[src/rtl/temp_pkg.sv]
// Shared types and default widths for the temperature averaging path.
// Also consumed by the 50 MHz write-side control.
package temp_pkg;

    localparam int DATA_W_DEF = 8;
    localparam int ADDR_W_DEF = 11;
    localparam int AVG_N_DEF  = 4;

    typedef enum logic [1:0] {
        ST_IDLE  = 2'd0,
        ST_READ  = 2'd1,
        ST_ACCUM = 2'd2,
        ST_WRITE = 2'd3
    } state_e;

    function automatic int avg_shift(input int n);
        return $clog2(n);
    endfunction

endpackage

[src/rtl/fifo_avg_writer_if.sv]
// FIFO read side and RAM write side of the averaging writer.
// master = the writer, slave = the FIFO/RAM environment.
interface fifo_avg_writer_if
    import temp_pkg::*;
#(
    parameter int DATA_W = DATA_W_DEF,
    parameter int ADDR_W = ADDR_W_DEF
) ();

    logic              fifo_empty;
    logic [DATA_W-1:0] fifo_rd_data;
    logic              fifo_rd;
    logic              ram_wr;
    logic [ADDR_W-1:0] ram_addr;
    logic [DATA_W-1:0] ram_data;

    modport master (
        input  fifo_empty,
        input  fifo_rd_data,
        output fifo_rd,
        output ram_wr,
        output ram_addr,
        output ram_data
    );

    modport slave (
        output fifo_empty,
        output fifo_rd_data,
        input  fifo_rd,
        input  ram_wr,
        input  ram_addr,
        input  ram_data
    );

endinterface

[src/rtl/fifo_avg_writer_addr_dn_cnt.sv]
// RAM address down-counter: resets/loads to all-ones, wraps 0 -> all-ones.
module addr_dn_cnt
    import temp_pkg::*;
#(
    parameter int W = ADDR_W_DEF
) (
    input  logic         clk,
    input  logic         rst,
    input  logic         load_i,
    input  logic         dec_i,
    output logic [W-1:0] addr_o
);

    logic [W-1:0] addr_q;
    logic [W-1:0] addr_d;

    always_comb begin
        addr_d = addr_q;
        if (load_i) begin
            addr_d = '1;
        end else if (dec_i) begin
            addr_d = addr_q - W'(1);
        end
    end

    always_ff @(posedge clk or posedge rst) begin
        if (rst) begin
            addr_q <= '1;
        end else begin
            addr_q <= addr_d;
        end
    end

    assign addr_o = addr_q;

endmodule

[src/rtl/fifo_avg_writer.sv]
// Reads AVG_N bytes from the temperature FIFO and writes their
// truncated mean to RAM at a descending address.
module fifo_avg_writer
    import temp_pkg::*;
#(
    parameter int DATA_W = DATA_W_DEF,
    parameter int ADDR_W = ADDR_W_DEF,
    parameter int AVG_N  = AVG_N_DEF
) (
    input  logic              clk,
    input  logic              reset,
    fifo_avg_writer_if.master bus
);

    localparam int SH    = avg_shift(AVG_N);
    localparam int ACC_W = DATA_W + SH;

    state_e            state_q;
    state_e            state_d;
    logic [ACC_W-1:0]  acc_q;
    logic [ACC_W-1:0]  acc_d;
    logic [ACC_W-1:0]  acc_sum;
    logic [SH-1:0]     cnt_q;
    logic [SH-1:0]     cnt_d;
    logic [DATA_W-1:0] data_q;
    logic [DATA_W-1:0] data_d;
    logic              last_byte;
    logic              addr_dec;
    logic [ADDR_W-1:0] addr;

    // acc is SH bits wider than a byte, so AVG_N max bytes cannot overflow
    assign acc_sum   = acc_q + ACC_W'(bus.fifo_rd_data);
    assign last_byte = (cnt_q == SH'(AVG_N - 1));

    always_comb begin
        state_d  = ST_IDLE;
        acc_d    = acc_q;
        cnt_d    = cnt_q;
        data_d   = data_q;
        addr_dec = 1'b0;
        case (state_q)
            ST_IDLE: begin
                state_d = bus.fifo_empty ? ST_IDLE : ST_READ;
            end
            ST_READ: begin
                state_d = ST_ACCUM;
            end
            ST_ACCUM: begin
                acc_d = acc_sum;
                cnt_d = cnt_q + SH'(1);
                if (last_byte) begin
                    // register the mean so it is stable through WRITE
                    data_d  = DATA_W'(acc_sum >> SH);
                    state_d = ST_WRITE;
                end else if (!bus.fifo_empty) begin
                    state_d = ST_READ;
                end else begin
                    state_d = ST_IDLE;
                end
            end
            ST_WRITE: begin
                acc_d    = '0;
                cnt_d    = '0;
                addr_dec = 1'b1;
                state_d  = ST_IDLE;
            end
            default: begin
                state_d = ST_IDLE;
            end
        endcase
    end

    always_ff @(posedge clk or posedge reset) begin
        if (reset) begin
            state_q <= ST_IDLE;
            acc_q   <= '0;
            cnt_q   <= '0;
            data_q  <= '0;
        end else begin
            state_q <= state_d;
            acc_q   <= acc_d;
            cnt_q   <= cnt_d;
            data_q  <= data_d;
        end
    end

    addr_dn_cnt #(
        .W (ADDR_W)
    ) u_addr (
        .clk    (clk),
        .rst    (reset),
        .load_i (1'b0),
        .dec_i  (addr_dec),
        .addr_o (addr)
    );

    assign bus.fifo_rd  = (state_q == ST_READ);
    assign bus.ram_wr   = (state_q == ST_WRITE);
    assign bus.ram_addr = addr;
    assign bus.ram_data = data_q;

endmodule

[src/flat_wrapper.sv]
// flat-port wrapper written by rule: the top's interface ports become plain ports
module fifo_avg_writer_flat import temp_pkg::*;
#(
    parameter int DATA_W = DATA_W_DEF,
    parameter int ADDR_W = ADDR_W_DEF,
    parameter int AVG_N  = AVG_N_DEF
)
  (clk, reset, bus_fifo_empty, bus_fifo_rd_data, bus_fifo_rd, bus_ram_wr, bus_ram_addr, bus_ram_data);
  fifo_avg_writer_if #(.DATA_W(DATA_W), .ADDR_W(ADDR_W)) bus_i ();
  input  logic clk;
  input  logic reset;
  input wire logic [$bits(bus_i.fifo_empty)-1:0] bus_fifo_empty;
  input wire logic [$bits(bus_i.fifo_rd_data)-1:0] bus_fifo_rd_data;
  output wire logic [$bits(bus_i.fifo_rd)-1:0] bus_fifo_rd;
  output wire logic [$bits(bus_i.ram_wr)-1:0] bus_ram_wr;
  output wire logic [$bits(bus_i.ram_addr)-1:0] bus_ram_addr;
  output wire logic [$bits(bus_i.ram_data)-1:0] bus_ram_data;
  assign bus_i.fifo_empty = bus_fifo_empty;
  assign bus_i.fifo_rd_data = bus_fifo_rd_data;
  assign bus_fifo_rd = bus_i.fifo_rd;
  assign bus_ram_wr = bus_i.ram_wr;
  assign bus_ram_addr = bus_i.ram_addr;
  assign bus_ram_data = bus_i.ram_data;
  fifo_avg_writer #(.DATA_W(DATA_W), .ADDR_W(ADDR_W), .AVG_N(AVG_N)) u_core (.clk(clk), .reset(reset), .bus(bus_i));
endmodule
[config.mk]
export PLATFORM = sky130hd
export DESIGN_NAME = fifo_avg_writer_flat
export DESIGN_NICKNAME = d
export VERILOG_FILES = /design/src/rtl/temp_pkg.sv /design/src/rtl/fifo_avg_writer_if.sv /design/src/rtl/fifo_avg_writer_addr_dn_cnt.sv /design/src/rtl/fifo_avg_writer.sv /design/src/flat_wrapper.sv
export SDC_FILE = /design/constraint.sdc
export NUM_CORES = 1
export LEC_CHECK = 0
export BUFFER_PORTS_ARGS = -buffer_cell sky130_fd_sc_hd__buf_2
export CORE_ASPECT_RATIO = 0.9
export CORE_MARGIN = 1
export CORE_UTILIZATION = 48
export CTS_CLUSTER_DIAMETER = 80
export CTS_CLUSTER_SIZE = 16
export DETAILED_ROUTE_END_ITERATION = 8
export PLACE_DENSITY_LB_ADDON = 0.15
export SLEW_MARGIN = 20
export SYNTH_ARGS = -nofsm -noshare
export SYNTH_HDL_FRONTEND = slang
export SYNTH_SLANG_ARGS = --single-unit
[constraint.sdc]
create_clock -name clk -period 5.2 [get_ports clk]
set_input_delay 0.52 -clock clk [delete_from_list [all_inputs] [get_ports clk]]
set_output_delay 0.52 -clock clk [all_outputs]
set_load 0.01 [all_outputs]
==> metrics <==
outcome finished, final reports clean; share of cells above drive strength 1 29.9%; CTS Buf Count 5; global-route wire length before repair 5840 um; post-synthesis register bit count 33; Relative slew margins 73.1%; DRT antenna net count 0; startpoint types register; Critical Path AT 2.26 ns; RSZ-0062 raised after global routing false; Die H 58.5 um; warnings from Yosys 0; Post-Syn Nets 179; post-synth top area share 32.4%; area grow syn2layout 19.5%; post-CTS sizing 0; ANT cells 0; Remaining DRCs 0; Peak VDD IR 0.253 mV; biggest area consumer among synthesized cells dfrtp_1; Die X 64.8 um; # IOs 32; Synth top cells by count dfrtp_1, nand2_1, dfstp_2, inv_1, ha_1; most numerous cell in the Yosys netlist dfrtp_1; fin crit period 2.04 ns; Vias 1294; WL final 3420 um; largest net degree at the start of global routing 34; Least-Margin Pin Slew 0.403 ns; initial antenna violation count 0; clock-pin slew on the worst setup and hold paths 0.07 ns; Lkg Pwr 1.02 nW; Starting Density 50.4%; Post-CTS Setup Bufs 0; Syn Std Cell Area 0.00170 sq mm; post-layout util 60.2%; Fill cells 302; clock tree buffer depth 2; CP Capture Type register; Post-synth EDFFs 0; root buffer cell clkbuf_8; reg-to-reg endpoint u_core.bus.ram_data[6]; clk sinks 33; Area contributors post-synth dfrtp_1, dfstp_2, ha_1; post-synth cell types 43; Cells after Synth 157; GRT overflow 0; Pins Over Slew Limit 0; port bufs 31; multi-input logic area 797 sq um; routability cong. 0.862; Mean Syn Cell Area 10.8 sq um; Primary FF master, synth dfrtp_1; vias in the first global route 1268; setup slack, reg-to-reg 3.16 ns; Power Dens Cells 634 mW/mm^2; Worst R2R Start u_core.acc_q[0]; fmax 490 MHz; period utilization 39.2%; GRT Total Usage 20.8%; worst path required time 5.43 ns; Placeable Area 0.00338 sq mm; HP Class in2async; Avg WL per Cell 14.4 um; Clock Latency Late Sink 0.29 ns; CP Class reg2reg; Worst Path Max Fanout 5; Max Cap Viol 0; Cell Rows 20; H-tree depth 2; FF+latch area 840 sq um; Sum Neg Setup Slack 0 ns; final count of hold timing violations 0; Final Net Count 215; R2R depth 8; post-cts hold buffer count 0; initial drt markers 57; total iterations of the first detailed-routing run 4; die footprint 0.00379 sq mm; DP HPWL 2510 um; Worst Skew 0.00671 ns; ys async rst share 100%; setup violators final 0; CTS tree built; sequential fraction of the synthesis area 49.3%; final hold slack 0.310 ns; vias per inst 5.44
worst max-delay path by stage:
stage                         from  slack [ns]                      to
6_report           u_core.acc_q[0]        3.16  u_core.bus.ram_data[6]
3_3_place_gp   bus_fifo_rd_data[0]        3.00  u_core.bus.ram_data[6]
5_1_grt            u_core.acc_q[0]        3.04  u_core.bus.ram_data[6]
3_5_place_dp   bus_fifo_rd_data[0]        2.92  u_core.bus.ram_data[6]
4_1_cts            u_core.acc_q[0]        3.17  u_core.bus.ram_data[6]
2_1_floorplan  bus_fifo_rd_data[0]        3.15  u_core.bus.ram_data[6]
critical path: stages (launching register included):
cell and delay, ns:
dfrtp_1 0.35, ha_1 0.18, inv_1 0.07, fa_1 0.40
inv_1 0.07, a21o_1 0.14, a211o_1 0.22, or4b_1 0.46
nand3_1 0.09
sequential cells by signal (all words and copies together), names as in the netlist:
signal and count:
u_core.u_addr.addr_o 11, u_core.state_q 2, u_core.acc_q 10, u_core.cnt_q 2, u_core.bus.ram_data 8
cell type report:
class | instances | area share (%)
Clock buffer | 5 | 3.38
Clock inverter | 3 | 3.20
Tap cell | 44 | 2.71
Timing Repair Buffer | 32 | 8.00
Inverter | 12 | 2.22
Multi-Input combinational cell | 109 | 39.2
Sequential cell | 33 | 41.3
layer usage:
metal | share of wire [%] | wire length (um) | up-vias | global-route usage (%)
met5 | 0 | 0 | - | 0
met4 | 0.97 | 33 | 0 | 5.71
met3 | 4.3 | 148 | 4 | 6.40
met2 | 47 | 1620 | 34 | 35.0
met1 | 47 | 1610 | 629 | 25.9
li1 | - | - | 627 | -
stage by stage:
step	instance area [sq um]	worst slack [ns]	total power [mW]	cells
after global placement	1900	3.00	0.982	230
final	2030	3.16	1.29	238
after detailed placement	1900	2.92	1.01	230
after global routing	2030	3.04	1.39	238
after floorplan	1700	3.15	0.849	157
after CTS	2030	3.17	1.30	238
cell families after synthesis:
family / after synthesis / share of synthesized area, %
AOI/OAI and AO/OA: 42 / 17.2
xor gates and xnor gates: 16 / 8.24
adders and majority gates: 11 / 8.53
buffers and inverters: 15 / 3.82
DFF: 33 / 49.3
muxes: 2 / 1.18
and+or+nand+nor: 38 / 11.7
power breakdown:
| part | switching, mW | internal (mW) |
|---|---|---|
| clock | 0.0942 | 0.190 |
| combinational | 0.277 | 0.226 |
| sequential | 0.0997 | 0.403 |
| total | 0.471 | 0.819 |
placed cells by master (no fill, tap or decap), types with 7 or more instances in the layout:
| cell type | instances |
|---|---|
| inv_1 | 11 |
| xor2_1 | 9 |
| buf_2 | 31 |
| nand2_1 | 15 |
| dfstp_2 | 11 |
| xnor2_1 | 7 |
| ha_1 | 10 |
| o21ai_0 | 9 |
| dfrtp_1 | 22 |
No activity file was read; power rests on OpenSTA's default activity.
